===== src/rtl/karatsuba_pkg.sv =====
// Shared definitions for the Karatsuba combine/reduce pipeline: default
// operand width, reduction polynomial, derived widths and a carry-less multiply.
package karatsuba_pkg;

    localparam int          DEF_W    = 32;
    localparam logic [63:0] DEF_POLY = 64'h1B;

    localparam int PW = 2 * DEF_W - 1;
    localparam int YW = 4 * DEF_W - 1;

    // Working width of clmul; callers zero-extend into it, so W may go up to 64.
    localparam int CLW = 128;

    function automatic logic [2*CLW-1:0] clmul(input logic [CLW-1:0] a,
                                               input logic [CLW-1:0] b);
        logic [2*CLW-1:0] prod;
        prod = '0;
        for (int i = 0; i < CLW; i++) begin
            if (b[i]) begin
                prod = prod ^ ({{CLW{1'b0}}, a} << i);
            end
        end
        return prod;
    endfunction

endpackage


===== src/rtl/gf2_reduce.sv =====
// Combinational reduction of a (4W-1)-bit carry-less product modulo x^(2W)+g
// using two folds; the second fold is exact because deg(g) < W.
module gf2_reduce
    import karatsuba_pkg::*;
#(
    parameter int             W    = DEF_W,
    parameter logic [2*W-1:0] POLY = (2*W)'(DEF_POLY)
) (
    input  logic [4*W-2:0] p,
    output logic [2*W-1:0] r
);

    logic [2*CLW-1:0] r1;

    assign r1 = clmul(CLW'(p[4*W-2:2*W]), CLW'(POLY)) ^ (2*CLW)'(p[2*W-1:0]);

    // Whatever fold 1 leaves at x^(2W) and above has degree < W-2, so one more fold lands below x^(2W).
    assign r = (2*W)'(r1) ^ (2*W)'(clmul(CLW'(r1 >> (2*W)), CLW'(POLY)));

endmodule


===== src/rtl/karatsuba_combine_pipe.sv =====
// Two-stage pipeline: stage 1 combines the Karatsuba partial products, stage 2
// optionally reduces modulo x^(2W)+g and folds the result into an accumulator.
module karatsuba_combine_pipe
    import karatsuba_pkg::*;
#(
    parameter int             W    = DEF_W,
    parameter logic [2*W-1:0] POLY = (2*W)'(DEF_POLY)
) (
    input  logic           clk,
    input  logic           rst,
    input  logic           in_valid,
    output logic           in_ready,
    input  logic [2*W-2:0] z0,
    input  logic [2*W-2:0] z1,
    input  logic [2*W-2:0] z2,
    input  logic           mode,
    input  logic           acc_en,
    input  logic           acc_clr,
    output logic           out_valid,
    input  logic           out_ready,
    output logic [4*W-2:0] y
);

    // Handshake: a beat moves across a boundary on a cycle where valid && ready
    // are both high; each stage loads when empty or when its own beat leaves in
    // that same cycle. Ready never looks at the matching valid.
    logic           s1_valid;
    logic [4*W-2:0] s1_p;
    logic           s1_mode;
    logic           s1_acc_en;
    logic           s1_acc_clr;
    logic           s2_ready;

    logic [2*W-1:0] acc;
    logic [2*W-1:0] r;
    logic [2*W-1:0] acc_next;
    logic [4*W-2:0] p_next;
    logic [4*W-2:0] y_next;

    assign s2_ready = !out_valid || out_ready;
    assign in_ready = !s1_valid || s2_ready;

    assign p_next = (4*W-1)'(z0)
                  ^ ((4*W-1)'(z0 ^ z1 ^ z2) << W)
                  ^ ((4*W-1)'(z2) << (2*W));

    gf2_reduce #(
        .W    (W),
        .POLY (POLY)
    ) u_reduce (
        .p (s1_p),
        .r (r)
    );

    assign acc_next = r ^ (s1_acc_clr ? '0 : acc);

    always_comb begin
        y_next = s1_p;
        if (s1_mode) begin
            y_next = (4*W-1)'(s1_acc_en ? acc_next : r);
        end
    end

    always_ff @(posedge clk or posedge rst) begin
        if (rst) begin
            s1_valid  <= 1'b0;
            out_valid <= 1'b0;
            y         <= '0;
            acc       <= '0;
        end else begin
            if (in_ready) begin
                s1_valid <= in_valid;
            end
            if (s2_ready) begin
                out_valid <= s1_valid;
                if (s1_valid) begin
                    y <= y_next;
                    if (s1_mode && s1_acc_en) begin
                        acc <= acc_next;
                    end
                end
            end
        end
    end

    // Stage-1 payload needs no reset: it is only observed behind s1_valid.
    always_ff @(posedge clk) begin
        if (in_valid && in_ready) begin
            s1_p       <= p_next;
            s1_mode    <= mode;
            s1_acc_en  <= acc_en;
            s1_acc_clr <= acc_clr;
        end
    end

endmodule


===== config.mk =====
export PLATFORM = sky130hd
export DESIGN_NAME = karatsuba_combine_pipe
export DESIGN_NICKNAME = d
export VERILOG_FILES = /design/src/rtl/karatsuba_pkg.sv /design/src/rtl/gf2_reduce.sv /design/src/rtl/karatsuba_combine_pipe.sv
export SDC_FILE = /design/constraint.sdc
export NUM_CORES = 1
export LEC_CHECK = 0
export BUFFER_PORTS_ARGS = -buffer_cell sky130_fd_sc_hd__buf_2
export CAP_MARGIN = 20
export CORE_ASPECT_RATIO = 0.7
export CORE_MARGIN = 3
export CORE_UTILIZATION = 62
export DETAILED_ROUTE_END_ITERATION = 6
export PLACE_DENSITY = 0.87
export RECOVER_POWER = 50
export SLEW_MARGIN = 20
export SYNTH_ARGS = -nofsm -noshare
export SYNTH_HDL_FRONTEND = slang
export SYNTH_SLANG_ARGS = --single-unit

===== constraint.sdc =====
create_clock -name clk -period 20.4 [get_ports clk]
set_input_delay 4.08 -clock clk [delete_from_list [all_inputs] [get_ports clk]]
set_output_delay 4.08 -clock clk [all_outputs]
set_load 0.02 [all_outputs]

; After elaboration in Yosys (flattened, before gate mapping)
; Cells that the tools add are included.
[op_classes]
div = 0
n_eq_ne = 0
add_sub_neg = 0
n_mux = 3
n_bitwise = 13
order_cmp = 0
n_reduce_logical = 8
shift = 0
multipliers = 0
[op_table]
columns = cell, n
row1 = $xor A64 B64 Y64, 5
row2 = $mux W64, 2
row3 = $mux W127, 1
row4 = $xor A95 B127 Y127, 1
row5 = $xor A63 B63 Y63, 2
row6 = $xor A63 B95 Y95, 1
row7 = $xor A66 B67 Y67, 1
row8 = $xor A67 B64 Y67, 1
row9 = $xor A64 B66 Y66, 1
row10 = $xor A63 B64 Y64, 1
row11 = $reduce_and A3 Y1, 1
row12 = $logic_and A1 B1 Y1, 2
row13 = $logic_not A1 Y1, 2
row14 = $logic_or A1 B1 Y1, 2
row15 = $reduce_and A2 Y1, 1
[totals]
romBits = 0
in_bits = 196
regBits = 323
ramBits = 0
latchBits = 0
mem_count = 0
output_inout_bits = 129
elab_cells = 32

; Longest topological paths before layout
; Gate-level depths: netlist of run 1.
[depth]
depth_word = 11
mapped_depth = 8
mapped_depth_nobuf = 4

; Modules after synthesis
; From an unflattened synthesis of run 1, not the netlist that was laid out.
[hier_totals]
hier_cells = 1599
hier_area_um2 = 18257.5
[modules_own_cells]
columns = module, instances, area_each_um2, cells_each, seq_area_each_um2
row1 = karatsuba_combine_pipe, 1, 16009.1, 1445, 8733.4
row2 = gf2_reduce, 1, 2248.4, 154, 0.0

; Least setup slack after synthesis of run 1
; No wires, ideal clock.
[synth_timing]
path_type = input-to-output
startpoint = in out_ready
endpoint = out in_ready
path_stages = 1
t_required_ps = 16320
path_buffers = 0
slack_ps = 11962
arrival_time_ps = 4358
path_cell_list = nand3b_1
[synth_between]
elab_chain_len = 2
[synth_lines]
columns = item, line_no
row1 = from (decl), karatsuba_combine_pipe.sv:20  ; input logic out_ready,
row2 = $logic_or A1 B1 Y1, karatsuba_combine_pipe.sv:40  ; assign s2_ready = !out_valid || out_ready;
row3 = $logic_or A1 B1 Y1, karatsuba_combine_pipe.sv:41  ; assign in_ready = !s1_valid || s2_ready;
row4 = to (decl), karatsuba_combine_pipe.sv:12  ; output logic in_ready,
; No other way between the ends.

==> flow_metrics.tcl, run 1 <==
set metrics [dict create \
    first_pass_iters 5 \
    fin_ws_ps 9600 \
    core_area_sq_um 29400 \
    drtIter0Drc 967 \
    end_kind "asynchronous set/reset pin" \
    totalWireLength_um 46700 \
    cp.required_ps 20070 \
    antenna_found_initial 0 \
    start_util 0.641 \
    cts_setup_buffers 0 \
    worstMarginPinSlew_ps 5490 \
    ios 325 \
    grt_pass1_wl_um 73400 \
    cp.arrival_ps 10470 \
    worstPathMaxFanout 118 \
    track_usage 0.282 \
    clock-skew-final_ps 12.2 \
    cellLeakagePower_nw 9.95 \
    crit_slowest_cell "clkbuf_1" \
    grt_overflow 0 \
    tns_ps 0 \
    rsz0062_at_grt "false" \
    worstPathCellList "clkbuf_1 -> clkinvlp_2 -> clkbuf_1" \
    synthFlopType "dfrtp_1" \
    antennaDiodeCount 0 \
    gp_congestion 0.805 \
    ant_nets 0 \
    portBuffers 324 \
    num_vias 13072 \
    nNetsFinal 2012 \
    cts_sinks 323 \
    dp_hpwl_um 30400 \
    syn_nets 1750 \
    totalPowerFinal_w 0.00236 \
    synth-seq-cells 323 \
    synth_edf_count 130 \
    dp_slack_ps 11710 \
    status "finished with violations" \
    ys_async_sr_fraction 0.598 \
    fmax_mhz 92.6 \
    setup_viol 0 \
    ys_types 48 \
    die_h_um 152 \
    instances_no_fill 2245 \
    critPathMostFrequentCell "clkbuf_1" \
    die_area_sq_um 32600 \
    wire_per_inst_um 20.8 \
    die_w_um 214 \
    crit_type "primary input to asynchronous set/reset pin" \
    clockBufferDepth 3 \
    violations "max-capacitance violations, max-slew violations" \
    synth.avg_cell_area_sq_um 12.1 \
    grt_max_degree 121 \
    period_share 0.529 \
    netlist_area_sq_um 18900 \
    period_needed_ps 10800 \
    cts_tree "yes" \
    powerDensity_nw_per_um2 109 \
    startpoint_type "primary input" \
    clk_pin_slew_worst_paths_ps 60 \
    yosys_warnings 0 \
    placed_area_sq_um 20600 \
    clk-insertion-delay-late_ps 560 \
    yosysSeqAreaShare 0.463 \
    hold_viol 0 \
    drive_gt1_frac 0.195 \
    slowest_delay_ps 3150 \
    final_area_sq_um 21700 \
    place_inst 2184 \
    syn_inst 1554 \
    cap_violations 7 \
    post_cts_resized 0 \
    drc_errors 0 \
    cts_root_buf "clkbuf_16" \
    cts_buffers 31 \
    final_max_slew_viol_count 436 \
    relSlewSlack -2.68 \
    cts_htree_levels 1 \
    worstHoldPathType "register to register" \
    grt_pass1_vias 13475 \
    rows 52 \
    holdBufCountCts 0 \
    peakVddDrop_mv 0.0818 \
    area.growth.synth_to_final_pct 15.0 \
    avgViaCountPerCell 5.82 \
]
metal layers:
layer | part of all wire | global-route usage | up-vias | wire length (um)
met4 | 0.021 | 0.0684 | 0 | 976
li1 | - | - | 5984 | -
met3 | 0.065 | 0.0509 | 66 | 3060
met2 | 0.48 | 0.464 | 455 | 22600
met1 | 0.43 | 0.397 | 6567 | 20100
met5 | 0 | 0 | - | 0
worst paths after layout:
| check | slack (ps) | start | depth (start not counted) | end |
|---|---|---|---|---|
| min | 470 | y[42] | 1 | y[42] |
| min reg2reg | 470 | y[42] | 1 | y[42] |
| max | 9600 | rst | 3 | y[68] |
| max in group clk | 11730 | out_ready | 3 | in_ready |
| max reg2reg | 15430 | s1_valid | 4 | s1_p[24] |
| min in group asynchronous | 5170 | rst | 2 | y[112] |
state kept, by name, summed over array words and instances, names as in the netlist:
register    cells
s1_p          127
out_valid       1
s1_acc_en       1
y             127
s1_acc_clr      1
acc            64
s1_mode         1
s1_valid        1
placed cells by master (no fill, tap or decap), types with 3 or more instances in the layout:
cell type / n
clkbuf_1: 76
nor2b_1: 32
nand3b_1: 52
buf_2: 257
nand3_1: 9
xor2_1: 69
nand2_1: 161
and3b_1: 26
o22a_1: 6
nor2_1: 51
o21ai_0: 98
a211oi_1: 21
clkbuf_16: 31
xor3_1: 39
mux2i_1: 54
a21o_1: 21
buf_4: 6
nand4b_1: 8
nand2b_1: 4
clkinv_2: 3
and3_1: 7
dfrtp_1: 193
mux2_2: 26
xnor2_2: 10
edfxtp_1: 130
o221ai_1: 18
a211o_1: 7
a31oi_1: 10
inv_1: 19
xnor3_1: 82
a21oi_1: 64
a311oi_1: 10
clkbuf_8: 9
xnor2_1: 183
bufinv_16: 5
or3_1: 9
worst max-delay path: cells and delay by family:
kind     cells  cell delay (ps)
buf+inv      3             6230
where the power goes:
group / internal, W / switching, W / total, W
sequential: 0.000824 / 0.000112 / 0.000937
combinational: 0.000400 / 0.000395 / 0.000794
clock: 0.000375 / 0.000255 / 0.000630
area by class of cell:
type / instances / area [sq um]
fill: 1982 / 7720
sequential: 323 / 8730
tap: 405 / 507
clock buffer: 45 / 918
inverter: 21 / 82.6
clock inverter: 12 / 194
timing repair buffer: 337 / 1650
multi-input combinational: 1102 / 9610
synth_stat cells, drive strengths merged, types with 6 or more instances:
master	count	area [sq um]
a21o	21	158
nand3b	52	390
mux2i	54	541
nand3	9	45.0
nand2	161	604
clkbuf	65	245
a311oi	10	87.6
inv	21	78.8
xor2	70	621
o22a	6	52.6
a211o	7	61.3
nor2	52	195
o221ai	18	158
buf	43	203
and3	7	43.8
or3	9	56.3
edfxtp	130	3900
nor2b	32	200
xnor3	84	1890
nand4b	8	70.1
a31oi	10	62.6
o21ai	98	490
a211oi	21	158
a21oi	64	320
and3b	26	228
mux2	26	293
dfrtp	193	4830
xnor2	193	1770
xor3	39	927
cell families (layout without fill, tap and decap cells):
| logic type | Yosys count | in the layout | synth area share |
|---|---|---|---|
| and+or+nand+nor | 372 | 372 | 0.103 |
| buffers and inverters | 129 | 415 | 0.0279 |
| AOI/OAI and AO/OA | 264 | 264 | 0.0860 |
| muxes | 80 | 80 | 0.0442 |
| DFF | 323 | 323 | 0.463 |
| xor gates and xnor gates | 386 | 386 | 0.276 |
through the flow:
stage	util	hold slack, ps
after global placement	0.702	455
after CTS	0.740	476
after detailed placement	0.702	462
final	0.738	474
after floorplan	-	451
after global routing	0.738	502
Power figures use the tool's default switching activity.
==> inputs of run 2 (changes only) <==
--- a/config.mk
+++ b/config.mk
@@ -5,13 +5,14 @@
 export SDC_FILE = /design/constraint.sdc
 export NUM_CORES = 1
 export LEC_CHECK = 0
+export ABC_AREA = 1
 export BUFFER_PORTS_ARGS = -buffer_cell sky130_fd_sc_hd__buf_2
 export CAP_MARGIN = 20
 export CORE_ASPECT_RATIO = 0.7
 export CORE_MARGIN = 3
-export CORE_UTILIZATION = 62
+export CORE_UTILIZATION = 52
 export DETAILED_ROUTE_END_ITERATION = 6
-export PLACE_DENSITY = 0.87
+export PLACE_DENSITY = 0.78
 export RECOVER_POWER = 50
 export SLEW_MARGIN = 20
 export SYNTH_ARGS = -nofsm -noshare
==> constraint.sdc (replaced) <==
create_clock -name clk -period 8.7 [get_ports clk]
set_input_delay 1.74 -clock clk [delete_from_list [all_inputs] [get_ports clk]]
set_output_delay 1.74 -clock clk [all_outputs]
set_load 0.02 [all_outputs]
==> flow_metrics.tcl, run 2 <==
set metrics [dict create \
    netlist.area_leader.share 0.258 \
    gp_congestion 0.958 \
    cts_tree "yes" \
    cts_setup_buffers 0 \
    layout_commonest_cell "nand2_1" \
    core_area_sq_um 35100 \
    cellLeakagePower_nw 10.6 \
    worstHoldPathType "register to register" \
    ys_async_sr_fraction 0.598 \
    final_cell_mix "nand2_1 (937), buf_2 (212), inv_1 (204), dfrtp_1 (193), nand3_1 (191)" \
    synth.avg_cell_area_sq_um 7.83 \
    seqPwrFrac 0.405 \
    ant_nets 0 \
    top_regs "s1_p: 127 flops, y: 127 flops, acc: 64 flops" \
    ys_types 23 \
    first_pass_iters 7 \
    die_area_sq_um 38300 \
    yosys.area_share.simple 0.277 \
    synth_fa_ha_area_frac 0 \
    gr-usage-met2 0.467 \
    dp_slack_ps 4040 \
    status "finished with violations" \
    synth.area.mux_share 0 \
    power.share.clock 0.274 \
    clk-insertion-delay-late_ps 530 \
    worstMarginPinSlew_ps 3530 \
    drive_gt1_frac 0.104 \
    cts_htree_levels 2 \
    grt-busiest-layer "met2" \
    grt_pass1_vias 16624 \
    holdBufCountCts 0 \
    synth_edf_count 130 \
    antenna_found_initial 0 \
    netlist_area_sq_um 18700 \
    synthTopCellsByCount "nand2_1 (937), inv_1 (205), dfrtp_1 (193), nand3_1 (191), xnor2_1 (132)" \
    cap_violations 2 \
    rsz0062_at_grt "false" \
    portBuffers 324 \
    hold_viol 0 \
    end_kind "register" \
    peakVddDrop_mv 0.150 \
    drc_errors 0 \
    die_w_um 233 \
    dp_hpwl_um 42400 \
    clock-skew-final_ps 12.3 \
    grt_overflow 0 \
    drtIter0Drc 1949 \
    internal-power_w 0.00354 \
    synth_top_family_by_area "simple AND/OR/NAND/NOR gates" \
    yosysSeqAreaShare 0.467 \
    post_cts_resized 0 \
    use_met1 0.429 \
    synth_xor_area_frac 0.0950 \
    share_comb_of_total_power 0.320 \
    setup_viol 0 \
    yosys-top-cells-area "dfrtp_1 (26%), edfxtp_1 (21%), nand2_1 (19%)" \
    clk_pin_slew_worst_paths_ps 70 \
    startpoint_type "primary input" \
    cts_sinks 323 \
    cts_buffers 34 \
    die_h_um 165 \
    fmax_mhz 167 \
    violations "max-capacitance violations, max-slew violations" \
    tns_ps 0 \
    p_sw_w 0.00210 \
    track_usage 0.302 \
    cp.required_ps 8870 \
    wire_per_inst_um 18.7 \
    powerDensity_nw_per_um2 260 \
    grt_pass1_wl_um 89900 \
    start_util 0.533 \
    ios 325 \
    num_vias 17784 \
    synthFlopType "dfrtp_1" \
    cp.arrival_ps 6140 \
    totalWireLength_um 59300 \
    rows 57 \
    yosys_warnings 0 \
    grtUsageMet3 0.0641 \
    syn_nets 2584 \
    crit_type "primary input to register" \
    relSlewSlack -1.37 \
    period_share 0.687 \
    fin_ws_ps 2730 \
    synth_compound_area_frac 0.100 \
    grt_max_degree 129 \
    worstPathMaxFanout 73 \
    fillers 3115 \
    final_max_slew_viol_count 128 \
    synth-seq-cells 323 \
    syn_inst 2388 \
    period_needed_ps 5970 \
    avgViaCountPerCell 5.60 \
    cts_root_buf "clkbuf_16" \
    clockBufferDepth 3 \
    switching_share 0.372 \
    synth.most_common_cell "nand2_1" \
    yosys.area.top_type "dfrtp_1" \
    antennaDiodeCount 0 \
    nNetsFinal 2875 \
    area.growth.synth_to_final_pct 15.9 \
]
[run 2: per-stage QoR]
stage,instance area [sq um],hold WS (ps),utilization,total power [W],std cells
floorplan,18700,450,-,0.00346,2388
global placement,20700,458,0.589,0.00401,3115
detailed placement,20700,467,0.589,0.00409,3115
CTS,21800,486,0.622,0.00564,3177
global route,21700,506,0.618,0.00594,3177
finish,21700,483,0.618,0.00563,3177
[run 2: area by class of cell]
class | count | area, sq um | share of cell area
inverters | 211 | 801 | 0.0369
repair buffers | 336 | 1570 | 0.0725
clock buffers | 48 | 977 | 0.0451
clock inverters | 14 | 185 | 0.00854
well taps | 472 | 591 | 0.0272
multi-input cells | 1773 | 8830 | 0.407
flip-flops and latches | 323 | 8730 | 0.403
[run 2: routing by layer]
metal  vias up  routed length, um
met5         -                  0
met4         0               1850
met3       139               6340
met2       873              26400
met1      8434              24700
li1       8338                  -
[run 2: worst paths after layout]
path / depth (start not counted) / slack, ps / from / endpoint
worst max register to register: 4 / 3720 / out_valid / s1_p[109]
worst max-delay path: 6 / 2730 / out_ready / s1_p[109]
max in group asynchronous: 3 / 5690 / rst / acc[60]
worst min-delay path: 2 / 480 / y[93] / y[93]
min in group asynchronous: 2 / 1440 / rst / y[102]
worst min register to register: 2 / 480 / y[93] / y[93]
[run 2: cell families after synthesis]
group	Yosys count
XOR/XNOR	203
buffers and inverters	292
AO/OA/AOI/OAI	314
flip-flops	323
AND/OR/NAND/NOR	1256
[run 2: power by group through the flow]
stage	Sequential, W	Combinational [W]	Clock [W]
final	0.00228	0.00180	0.00155
after global routing	0.00232	0.00199	0.00163
after CTS	0.00227	0.00181	0.00156
after detailed placement	0.00229	0.00179	0
after global placement	0.00228	0.00173	0
after floorplan	0.00242	0.00105	0
[run 2: critical path: stages]
cell and delay (ps):
buf_2 100, inv_1 60, nand3_1 100, nand2_1 120, clkinvlp_2 2600, buf_4 1370
